`config.mk`:
```
export PLATFORM = sky130hd
export DESIGN_NAME = uart_tx_scheduler
export DESIGN_NICKNAME = d
export VERILOG_FILES = /design/src/rtl/uart_pkg.sv /design/src/rtl/rr_arbiter.sv /design/src/rtl/uart_tx_scheduler.sv
export SDC_FILE = /design/constraint.sdc
export NUM_CORES = 1
export LEC_CHECK = 0
export BUFFER_PORTS_ARGS = -buffer_cell sky130_fd_sc_hd__clkbuf_2
export CORE_ASPECT_RATIO = 0.75
export CORE_MARGIN = 2
export CORE_UTILIZATION = 48
export CTS_CLUSTER_SIZE = 30
export DETAILED_ROUTE_END_ITERATION = 8
export GPL_ROUTABILITY_DRIVEN = 0
export PLACE_DENSITY = 0.85
export SLEW_MARGIN = 20
export SYNTH_ARGS = -nofsm -noshare
export SYNTH_HDL_FRONTEND = slang
export SYNTH_HIERARCHICAL = 1
export SYNTH_SLANG_ARGS = --single-unit
```
`constraint.sdc`:
```
create_clock -name wb_clk_i -period 6.91 [get_ports wb_clk_i]
set_input_delay 2.073 -clock wb_clk_i [delete_from_list [all_inputs] [get_ports wb_clk_i]]
set_output_delay 2.073 -clock wb_clk_i [all_outputs]
set_load 0.05 [all_outputs]
```
`src/rtl/uart_pkg.sv`:
```
// Shared constants for the UART transmit scheduler: register map, status bits
// and the Wishbone master state encoding.
package uart_pkg;

  localparam logic [4:0] DATA     = 5'h0;
  localparam logic [4:0] STATUS   = 5'h2;
  localparam int         TX_EMPTY = 5;
  localparam int         CTS      = 0;

  typedef enum logic [2:0] {
    IDLE,
    POLL_REQ,
    POLL_ACK,
    WR_REQ,
    WR_ACK
  } state_t;

endpackage

```
`src/rtl/rr_arbiter.sv`:
```
// Round-robin arbiter: the first asserted request at or after ptr (wrapping)
// wins, reported both one-hot and as an index.
module rr_arbiter #(
  parameter int NUM_REQ = 4,
  parameter int GW      = $clog2(NUM_REQ)
) (
  input  logic [NUM_REQ-1:0] req,
  input  logic [GW-1:0]      ptr,
  output logic [NUM_REQ-1:0] gnt,
  output logic [GW-1:0]      gnt_idx,
  output logic               gnt_any
);

  int idx;

  always_comb begin
    gnt     = '0;
    gnt_idx = '0;
    gnt_any = 1'b0;
    idx     = 0;
    for (int i = 0; i < NUM_REQ; i++) begin
      idx = int'(ptr) + i;
      if (idx >= NUM_REQ) idx = idx - NUM_REQ;
      if (!gnt_any && req[idx]) begin
        gnt_any      = 1'b1;
        gnt[idx]     = 1'b1;
        gnt_idx      = GW'(idx);
      end
    end
  end

endmodule

```
`src/rtl/uart_tx_scheduler.sv`:
```
// Arbitrates byte streams from several requesters onto a Wishbone UART:
// polls STATUS until the transmitter is free, then writes the byte to DATA.
module uart_tx_scheduler
  import uart_pkg::*;
#(
  parameter int NUM_REQ     = 4,
  parameter int ACK_TIMEOUT = 15,
  parameter int CTS_FLOW    = 0
) (
  input  logic                       wb_clk_i,
  input  logic                       wb_reset_n_i,
  input  logic [NUM_REQ-1:0]         req_valid_i,
  input  logic [NUM_REQ*8-1:0]       req_data_i,
  input  logic [NUM_REQ-1:0]         req_last_i,
  output logic [NUM_REQ-1:0]         req_ready_o,
  output logic                       wb_cyc_o,
  output logic                       wb_strobe_o,
  output logic                       wb_write_o,
  output logic [4:0]                 wb_addr_o,
  output logic [7:0]                 wb_data_o,
  input  logic [7:0]                 wb_data_i,
  input  logic                       wb_ack_i,
  input  logic                       wb_stall_i,
  output logic [$clog2(NUM_REQ)-1:0] grant_o,
  output logic                       busy_o,
  output logic                       timeout_o
);

  localparam int             GW   = $clog2(NUM_REQ);
  localparam int             TW   = $clog2(ACK_TIMEOUT + 1);
  localparam logic [TW-1:0]  TMAX = TW'(ACK_TIMEOUT - 1);

  state_t               state_q, state_d;
  logic [GW-1:0]        grant_q, rr_ptr_q, arb_idx;
  logic                 lock_q, take, arb_any, sel_last, tx_ok;
  logic [TW-1:0]        timer_q;
  logic [7:0]           byte_q, sel_byte;
  logic [NUM_REQ-1:0]   lock_mask, arb_req, arb_gnt;

  // While a packet is in flight only its owner may be granted again.
  assign lock_mask = lock_q ? (NUM_REQ'(1) << grant_q) : '1;
  assign arb_req   = req_valid_i & lock_mask;

  rr_arbiter #(.NUM_REQ(NUM_REQ), .GW(GW)) u_arb (
    .req     (arb_req),
    .ptr     (rr_ptr_q),
    .gnt     (arb_gnt),
    .gnt_idx (arb_idx),
    .gnt_any (arb_any)
  );

  always_comb begin
    sel_byte = '0;
    sel_last = 1'b0;
    for (int i = 0; i < NUM_REQ; i++) begin
      if (arb_gnt[i]) begin
        sel_byte = req_data_i[8*i +: 8];
        sel_last = req_last_i[i];
      end
    end
  end

  assign tx_ok = wb_data_i[TX_EMPTY] && ((CTS_FLOW == 0) || !wb_data_i[CTS]);

  always_comb begin
    state_d     = state_q;
    take        = 1'b0;
    wb_cyc_o    = 1'b0;
    wb_strobe_o = 1'b0;
    wb_write_o  = 1'b0;
    wb_addr_o   = DATA;
    wb_data_o   = '0;
    timeout_o   = 1'b0;
    case (state_q)
      IDLE: begin
        if (arb_any) begin
          take    = 1'b1;
          state_d = POLL_REQ;
        end
      end
      POLL_REQ: begin
        wb_cyc_o    = 1'b1;
        wb_strobe_o = 1'b1;
        wb_addr_o   = STATUS;
        if (!wb_stall_i) state_d = POLL_ACK;
      end
      POLL_ACK: begin
        wb_cyc_o  = 1'b1;
        wb_addr_o = STATUS;
        if (wb_ack_i) begin
          state_d = tx_ok ? WR_REQ : POLL_REQ;
        end else if (timer_q == TMAX) begin
          timeout_o = 1'b1;
          state_d   = IDLE;
        end
      end
      WR_REQ: begin
        wb_cyc_o    = 1'b1;
        wb_strobe_o = 1'b1;
        wb_write_o  = 1'b1;
        wb_data_o   = byte_q;
        if (!wb_stall_i) state_d = WR_ACK;
      end
      WR_ACK: begin
        wb_cyc_o   = 1'b1;
        wb_write_o = 1'b1;
        if (wb_ack_i) begin
          state_d = IDLE;
        end else if (timer_q == TMAX) begin
          timeout_o = 1'b1;
          state_d   = IDLE;
        end
      end
      default: state_d = IDLE;
    endcase
  end

  // Gated by reset so an asserted reset never reports a byte as taken.
  assign req_ready_o = (take && wb_reset_n_i) ? arb_gnt : '0;
  assign busy_o      = (state_q != IDLE);
  assign grant_o     = grant_q;

  always_ff @(posedge wb_clk_i or negedge wb_reset_n_i) begin
    if (!wb_reset_n_i) begin
      state_q  <= IDLE;
      grant_q  <= '0;
      rr_ptr_q <= '0;
      lock_q   <= 1'b0;
      timer_q  <= '0;
    end else begin
      state_q <= state_d;
      if (take) begin
        grant_q  <= arb_idx;
        rr_ptr_q <= (arb_idx == GW'(NUM_REQ - 1)) ? '0 : arb_idx + GW'(1);
        lock_q   <= !sel_last;
      end else if (timeout_o) begin
        lock_q <= 1'b0;
      end
      if ((state_q == POLL_ACK || state_q == WR_ACK) && state_d == state_q)
        timer_q <= timer_q + TW'(1);
      else
        timer_q <= '0;
    end
  end

  always_ff @(posedge wb_clk_i) begin
    if (take) byte_q <= sel_byte;
  end

endmodule

```
==> results of run 1 <==
## sequential cells by signal (all words and copies together) (netlist names)
| name | cells |
|---|---|
| byte_q | 8 |
| timer_q | 4 |
| lock_q | 1 |
| grant_o | 2 |
| rr_ptr_q | 2 |
| state_q | 3 |
## metal layers
layer / wire length [um] / vias to the layer above / GRT usage (%)
met2: 1860 / 61 / 30.5
met4: 24 / 0 / 3.83
met3: 210 / 3 / 1.59
li1: - / 805 / -
met1: 1860 / 760 / 29.2
met5: 0 / - / 0
## how the worst max path moves through the flow
| stage | start | endpoint | cells after the start | slack, ns |
|---|---|---|---|---|
| 2_1_floorplan | req_valid_i[2] | req_ready_o[3] | 8 | 0.61 |
| 3_3_place_gp | req_valid_i[2] | req_ready_o[0] | 8 | 0.41 |
| 3_5_place_dp | req_valid_i[2] | req_ready_o[0] | 8 | 0.37 |
| 4_1_cts | req_valid_i[2] | req_ready_o[0] | 8 | 0.36 |
| 5_1_grt | req_valid_i[2] | req_ready_o[2] | 8 | 0.14 |
| 6_report | req_valid_i[2] | req_ready_o[0] | 8 | 0.35 |
## final cells by class
cell class,instances,area (um2)
fill,322,1430
multi-input combinational,146,1130
sequential,20,541
timing repair buffer,69,358
tap,52,65.1
clock buffer,3,41.3
inverter,9,33.8
clock inverter,1,30.0
## cell usage in the layout (no fill, tap or decap), types with 5 or more instances in the layout
cell	netlist	layout
sky130_fd_sc_hd__nor2_1	12	12
sky130_fd_sc_hd__a21oi_1	6	6
sky130_fd_sc_hd__inv_1	9	9
sky130_fd_sc_hd__nand2_1	16	16
sky130_fd_sc_hd__clkbuf_2	0	64
sky130_fd_sc_hd__buf_4	5	5
sky130_fd_sc_hd__dfrtp_1	12	12
sky130_fd_sc_hd__nor2b_1	7	7
sky130_fd_sc_hd__o31ai_1	9	9
sky130_fd_sc_hd__a221oi_1	8	8
sky130_fd_sc_hd__a22oi_1	8	8
sky130_fd_sc_hd__edfxtp_1	8	8
sky130_fd_sc_hd__ha_1	11	11
sky130_fd_sc_hd__and2_1	9	9
sky130_fd_sc_hd__o21ai_0	7	5
## stage by stage
stage	setup slack [ns]	util (%)	instances	hold WS (ns)	cell area, um2
after floorplan	0.605	-	191	0.454	1820
after global placement	0.407	58.6	296	0.477	2130
after detailed placement	0.368	58.6	296	0.484	2130
after CTS	0.363	60.6	300	0.500	2200
after global routing	0.139	60.6	300	0.535	2200
final	0.351	60.6	300	0.496	2200
## kinds of logic (layout without fill, tap and decap cells)
kind of cell | after synthesis | count (layout) | synth area share (%)
buffers and inverters | 25 | 82 | 8.21
other | 1 | 4 | 0.207
adder cells (fa/ha/maj) | 11 | 11 | 7.59
AO/OA/AOI/OAI | 49 | 49 | 19.5
XOR/XNOR | 5 | 5 | 2.42
AND/OR/NAND/NOR | 65 | 65 | 21.1
multiplexers | 12 | 12 | 11.1
flip-flops | 20 | 20 | 29.8
==> flow_metrics.env, run 1 <==
export IMPL_unrepaired_setup_endpoints_after_global_routing="false"
export IMPL_grt_overflow=0
export IMPL_cts_buffers_inserted=3
export IMPL_r2r_setup_slack_ns=3.29
export IMPL_die_x_um=75.0
export IMPL_timing_critical_path_cells="clkbuf_2 -> a21boi_0 -> mux4_1 -> nor4b_4 -> a22oi_1 -> o21ai_0 -> and3_2 -> clkbuf_2"
export IMPL_yosys_warnings=6
export IMPL_grt_first_pass_wirelength_um=6500
export IMPL_post_route_cells_drive_above_1_share_pct=35.9
export IMPL_synth_top_area_share_pct=16.6
export IMPL_synth_area_leader_cell="sky130_fd_sc_hd__dfrtp_1"
export IMPL_dr_pass1_iters=4
export IMPL_crit_path_top_delay_cell="sky130_fd_sc_hd__mux4_1"
export IMPL_max_cap_violations=0
export IMPL_globalRouteTotalUtil_pct=19.3
export IMPL_n_antenna_cell=0
export IMPL_hold_path_end="timer_q[0]"
export IMPL_clock_skew_ns=0.00222
export IMPL_placement_io_buffers=64
export IMPL_areaGrowthSynthToFinish_pct=21.5
export IMPL_asyncSetResetFlopFracSynth_pct=60.0
export IMPL_tightest_slew_ns=0.582
export IMPL_yosysSeqAreaShare_pct=29.8
export IMPL_first_iter_violations=75
export IMPL_status="complete, no violations"
export IMPL_max_slew_margin_rel_pct=61.2
export IMPL_clock_sinks=20
export IMPL_avgSynthCellArea_um2=9.64
export IMPL_htree_num_levels=1
export IMPL_detail_route_vias_per_cell=5.43
export IMPL_endpoint_kind="primary output"
export IMPL_crit_path_frequent_cell="sky130_fd_sc_hd__clkbuf_2"
export IMPL_post_cts_repair_setup_buffers=0
export IMPL_initial_utilization_pct=49.8
export IMPL_path_class="primary input to primary output"
export IMPL_netlist_area_um2=1810
export IMPL_route_vias_total=1629
export IMPL_maxClockFrequency_mhz=152
export IMPL_synth_top_cells_by_area="sky130_fd_sc_hd__dfrtp_1 (17%), sky130_fd_sc_hd__edfxtp_1 (13%), sky130_fd_sc_hd__ha_1 (7.6%), sky130_fd_sc_hd__mux4_1 (4.3%), sky130_fd_sc_hd__a221oi_1 (3.9%)"
export IMPL_synth_top_cells_by_count="sky130_fd_sc_hd__nand2_1 (16), sky130_fd_sc_hd__dfrtp_1 (12), sky130_fd_sc_hd__nor2_1 (12)"
export IMPL_count_of_final_max_slew_check_failures=0
export IMPL_max_fo_critical_path=13
export IMPL_grt_start_max_net_pins=19
export IMPL_worst_r2r_endpoint="byte_q[7]"
export IMPL_first_global_vias=1379
export IMPL_fp_coreArea_um2=3640
export IMPL_min_delay_path_class="flop to flop"
export IMPL_setup_tns_ns=0
export IMPL_ctsRootBufferMaster="sky130_fd_sc_hd__clkbuf_8"
export IMPL_min_period_ns=6.56
export IMPL_core_rowCount=19
export IMPL_postSynthCellCount=188
export IMPL_drc_errors=0
export IMPL_vert_die_dim_um=57.2
export IMPL_final_hold_viol_count=0
export IMPL_clk_latency_ns=0.25
export IMPL_drt_wirelength_per_cell_um=13.2
export IMPL_worstSetupStartpointType="primary input"
export IMPL_synth_most_common_cell="sky130_fd_sc_hd__nand2_1"
export IMPL_nNetsFinal=312
export IMPL_critical_path_n_buffers_inverters=2
export IMPL_rr_startpoint="rr_ptr_q[0]"
export IMPL_cpLargestDelayFamily="multiplexers"
export IMPL_min_from="timer_q[0]"
export IMPL_min_delay_path_depth=1
export IMPL_cts_hold_buffers=0
export IMPL_finalWirelength_um=3950
export IMPL_cells_on_worst_reg2reg_path=10
export IMPL_cts_resized=0
export IMPL_setup_violations=0
export IMPL_pin_count=76
export IMPL_distinct_cell_type_count_of_the_synthesized_netlist=46
export IMPL_clock_path_buffers=2
export IMPL_cp_slowest_stage_delay_ns=0.81
export IMPL_min_period_over_period_pct=94.9
export IMPL_crit_required_ns=4.84
export IMPL_cts_clk_slew_worst_paths_ns=0.07
export IMPL_synth_edff_count=8
export IMPL_synth_ff_type="sky130_fd_sc_hd__dfrtp_1"
export IMPL_antenna_found_initial=0
export IMPL_dp_hpwl_um=3150
export IMPL_cp_data_arrival_time_ns=4.49
export IMPL_die_area_um2=4290
export IMPL_ant_nets=0
export IMPL_cts_tree="yes"
export IMPL_postSynthRegisterBits=20
Power of run 1 is not shown: default switching activity piles up to over one toggle a cycle in this logic, so the estimate is an artifact.
==> run 2, diff against run 1 <==
--- a/config.mk
+++ b/config.mk
@@ -13,6 +13,7 @@
 export DETAILED_ROUTE_END_ITERATION = 8
 export GPL_ROUTABILITY_DRIVEN = 0
 export PLACE_DENSITY = 0.85
+export RECOVER_POWER = 25
 export SLEW_MARGIN = 20
 export SYNTH_ARGS = -nofsm -noshare
 export SYNTH_HDL_FRONTEND = slang
==> run 2 against run 1 <==
  * Setup slack worse by 0.0024 ns
  * Sequential share of layout area hardly changed
  * Cell area is 0.11% lower
  * Global-route usage stayed put
  * Die area stayed put
  * Register-to-register slack hardly changed
  * Non-clock buffer count stayed put
  * Clock skew hardly changed
  * Via count is 0.80% lower
  * Maximum frequency hardly changed
==> flow_metrics.env, run 2 (synthesis results as in run 1) <==
export IMPL_status="complete, no violations"
export IMPL_ant_nets=0
export IMPL_critical_path_n_buffers_inverters=2
export IMPL_placement_io_buffers=64
export IMPL_worstSetupStartpointType="primary input"
export IMPL_most_frequent_standard_cell_in_the_layout_excluding_fill_and_tap_cells="sky130_fd_sc_hd__clkbuf_2"
export IMPL_route_vias_total=1616
export IMPL_max_cap_violations=0
export IMPL_crit_path_top_delay_cell="sky130_fd_sc_hd__mux4_1"
export IMPL_post_cts_repair_setup_buffers=0
export IMPL_clock_skew_ns=0.00210
export IMPL_top_usage_layer="met2"
export IMPL_cp_slowest_stage_delay_ns=0.81
export IMPL_min_period_over_period_pct=95.0
export IMPL_cts_clk_slew_worst_paths_ns=0.07
export IMPL_first_global_vias=1379
export IMPL_crit_required_ns=4.84
export IMPL_finalWirelength_um=3940
export IMPL_grt_util_met1_pct=29.2
export IMPL_core_rowCount=19
export IMPL_globalRouteTotalUtil_pct=19.3
export IMPL_cts_tree="yes"
export IMPL_filler_cell_count=324
export IMPL_unrepaired_setup_endpoints_after_global_routing="false"
export IMPL_clock_path_buffers=2
export IMPL_pin_count=76
export IMPL_initial_utilization_pct=49.8
export IMPL_met3_usage_pct=1.59
export IMPL_fp_coreArea_um2=3640
export IMPL_clk_latency_ns=0.25
export IMPL_grt_first_pass_wirelength_um=6500
export IMPL_ctsRootBufferMaster="sky130_fd_sc_hd__clkbuf_8"
export IMPL_max_slew_margin_rel_pct=49.9
export IMPL_die_x_um=75.0
export IMPL_maxClockFrequency_mhz=152
export IMPL_grt_util_met2_pct=30.5
export IMPL_timing_critical_path_cells="clkbuf_2 -> a21boi_0 -> mux4_1 -> nor4b_4 -> a22oi_1 -> o21ai_0 -> and3_2 -> clkbuf_2"
export IMPL_dr_pass1_iters=4
export IMPL_final_hold_viol_count=0
export IMPL_r2r_setup_slack_ns=3.28
export IMPL_antenna_found_initial=0
export IMPL_post_route_cells_drive_above_1_share_pct=35.1
export IMPL_dp_hpwl_um=3150
export IMPL_die_area_um2=4290
export IMPL_max_fo_critical_path=13
export IMPL_count_of_final_max_slew_check_failures=0
export IMPL_register_area_um2=541
export IMPL_cts_buffers_inserted=3
export IMPL_min_delay_path_class="flop to flop"
export IMPL_nNetsFinal=312
export IMPL_cts_resized=0
export IMPL_drt_wirelength_per_cell_um=13.1
export IMPL_cpLargestDelayFamily="multiplexers"
export IMPL_setup_tns_ns=0
export IMPL_largest_register_ff_count=8
export IMPL_setup_violations=0
export IMPL_vert_die_dim_um=57.2
export IMPL_tightest_slew_ns=0.752
export IMPL_areaGrowthSynthToFinish_pct=21.4
export IMPL_htree_num_levels=1
export IMPL_cp_data_arrival_time_ns=4.49
export IMPL_largest_register="byte_q"
export IMPL_multi_input_area_um2=1130
export IMPL_drc_errors=0
export IMPL_layout_cells_most_common_list="sky130_fd_sc_hd__clkbuf_2 (62), sky130_fd_sc_hd__nand2_1 (16), sky130_fd_sc_hd__nor2_1 (12), sky130_fd_sc_hd__dfrtp_1 (12), sky130_fd_sc_hd__ha_1 (11)"
export IMPL_detail_route_vias_per_cell=5.39
export IMPL_largest_registers="byte_q x8, timer_q x4, state_q x3"
export IMPL_grt_start_max_net_pins=19
export IMPL_path_class="primary input to primary output"
export IMPL_min_period_ns=6.56
export IMPL_grt_overflow=0
export IMPL_crit_path_frequent_cell="sky130_fd_sc_hd__clkbuf_2"
export IMPL_cts_hold_buffers=0
export IMPL_n_antenna_cell=0
export IMPL_clock_sinks=20
export IMPL_first_iter_violations=69
export IMPL_endpoint_kind="primary output"
[run 2: cell types whose count changed in the layout (fill, tap and decap cells not counted)]
cell,previous run,this run
sky130_fd_sc_hd__clkbuf_2,64,62
sky130_fd_sc_hd__clkbuf_1,0,2
[run 2: final timing paths]
path	to	start	cells past startpoint
max in group asynchronous	timer_q[0]	wb_reset_n_i	1
worst min-delay path	timer_q[0]	timer_q[0]	1
worst min register to register	timer_q[0]	timer_q[0]	1
worst max-delay path	req_ready_o[0]	req_valid_i[2]	8
worst max register to register	byte_q[2]	rr_ptr_q[0]	10
min in group asynchronous	state_q[1]	wb_reset_n_i	1
[run 2: area by class of cell]
| cell class | count | share of cell area [%] |
|---|---|---|
| inverter | 9 | 1.53 |
| multi-input combinational | 146 | 51.6 |
| clock inverter | 1 | 1.36 |
| clock buffer | 3 | 1.88 |
| tap | 52 | 2.96 |
| timing repair buffer | 69 | 16.1 |
| sequential | 20 | 24.6 |
[run 2: per-stage QoR]
step	instance area, um2	hold slack [ns]	cells	setup WS (ns)	utilization (%)
2_1_floorplan	1820	0.454	191	0.605	-
5_1_grt	2200	0.535	300	0.135	60.5
3_3_place_gp	2130	0.477	296	0.407	58.6
3_5_place_dp	2130	0.484	296	0.368	58.6
4_1_cts	2200	0.500	300	0.363	60.6
6_report	2200	0.496	300	0.349	60.5
[run 2: per-layer routing]
metal / vias up / share of wire, %
met1: 756 / 48
met5: - / 0
met2: 51 / 47
met3: 3 / 4.2
met4: 0 / 0.61
li1: 806 / -
Power of run 2 is left out for the same reason.
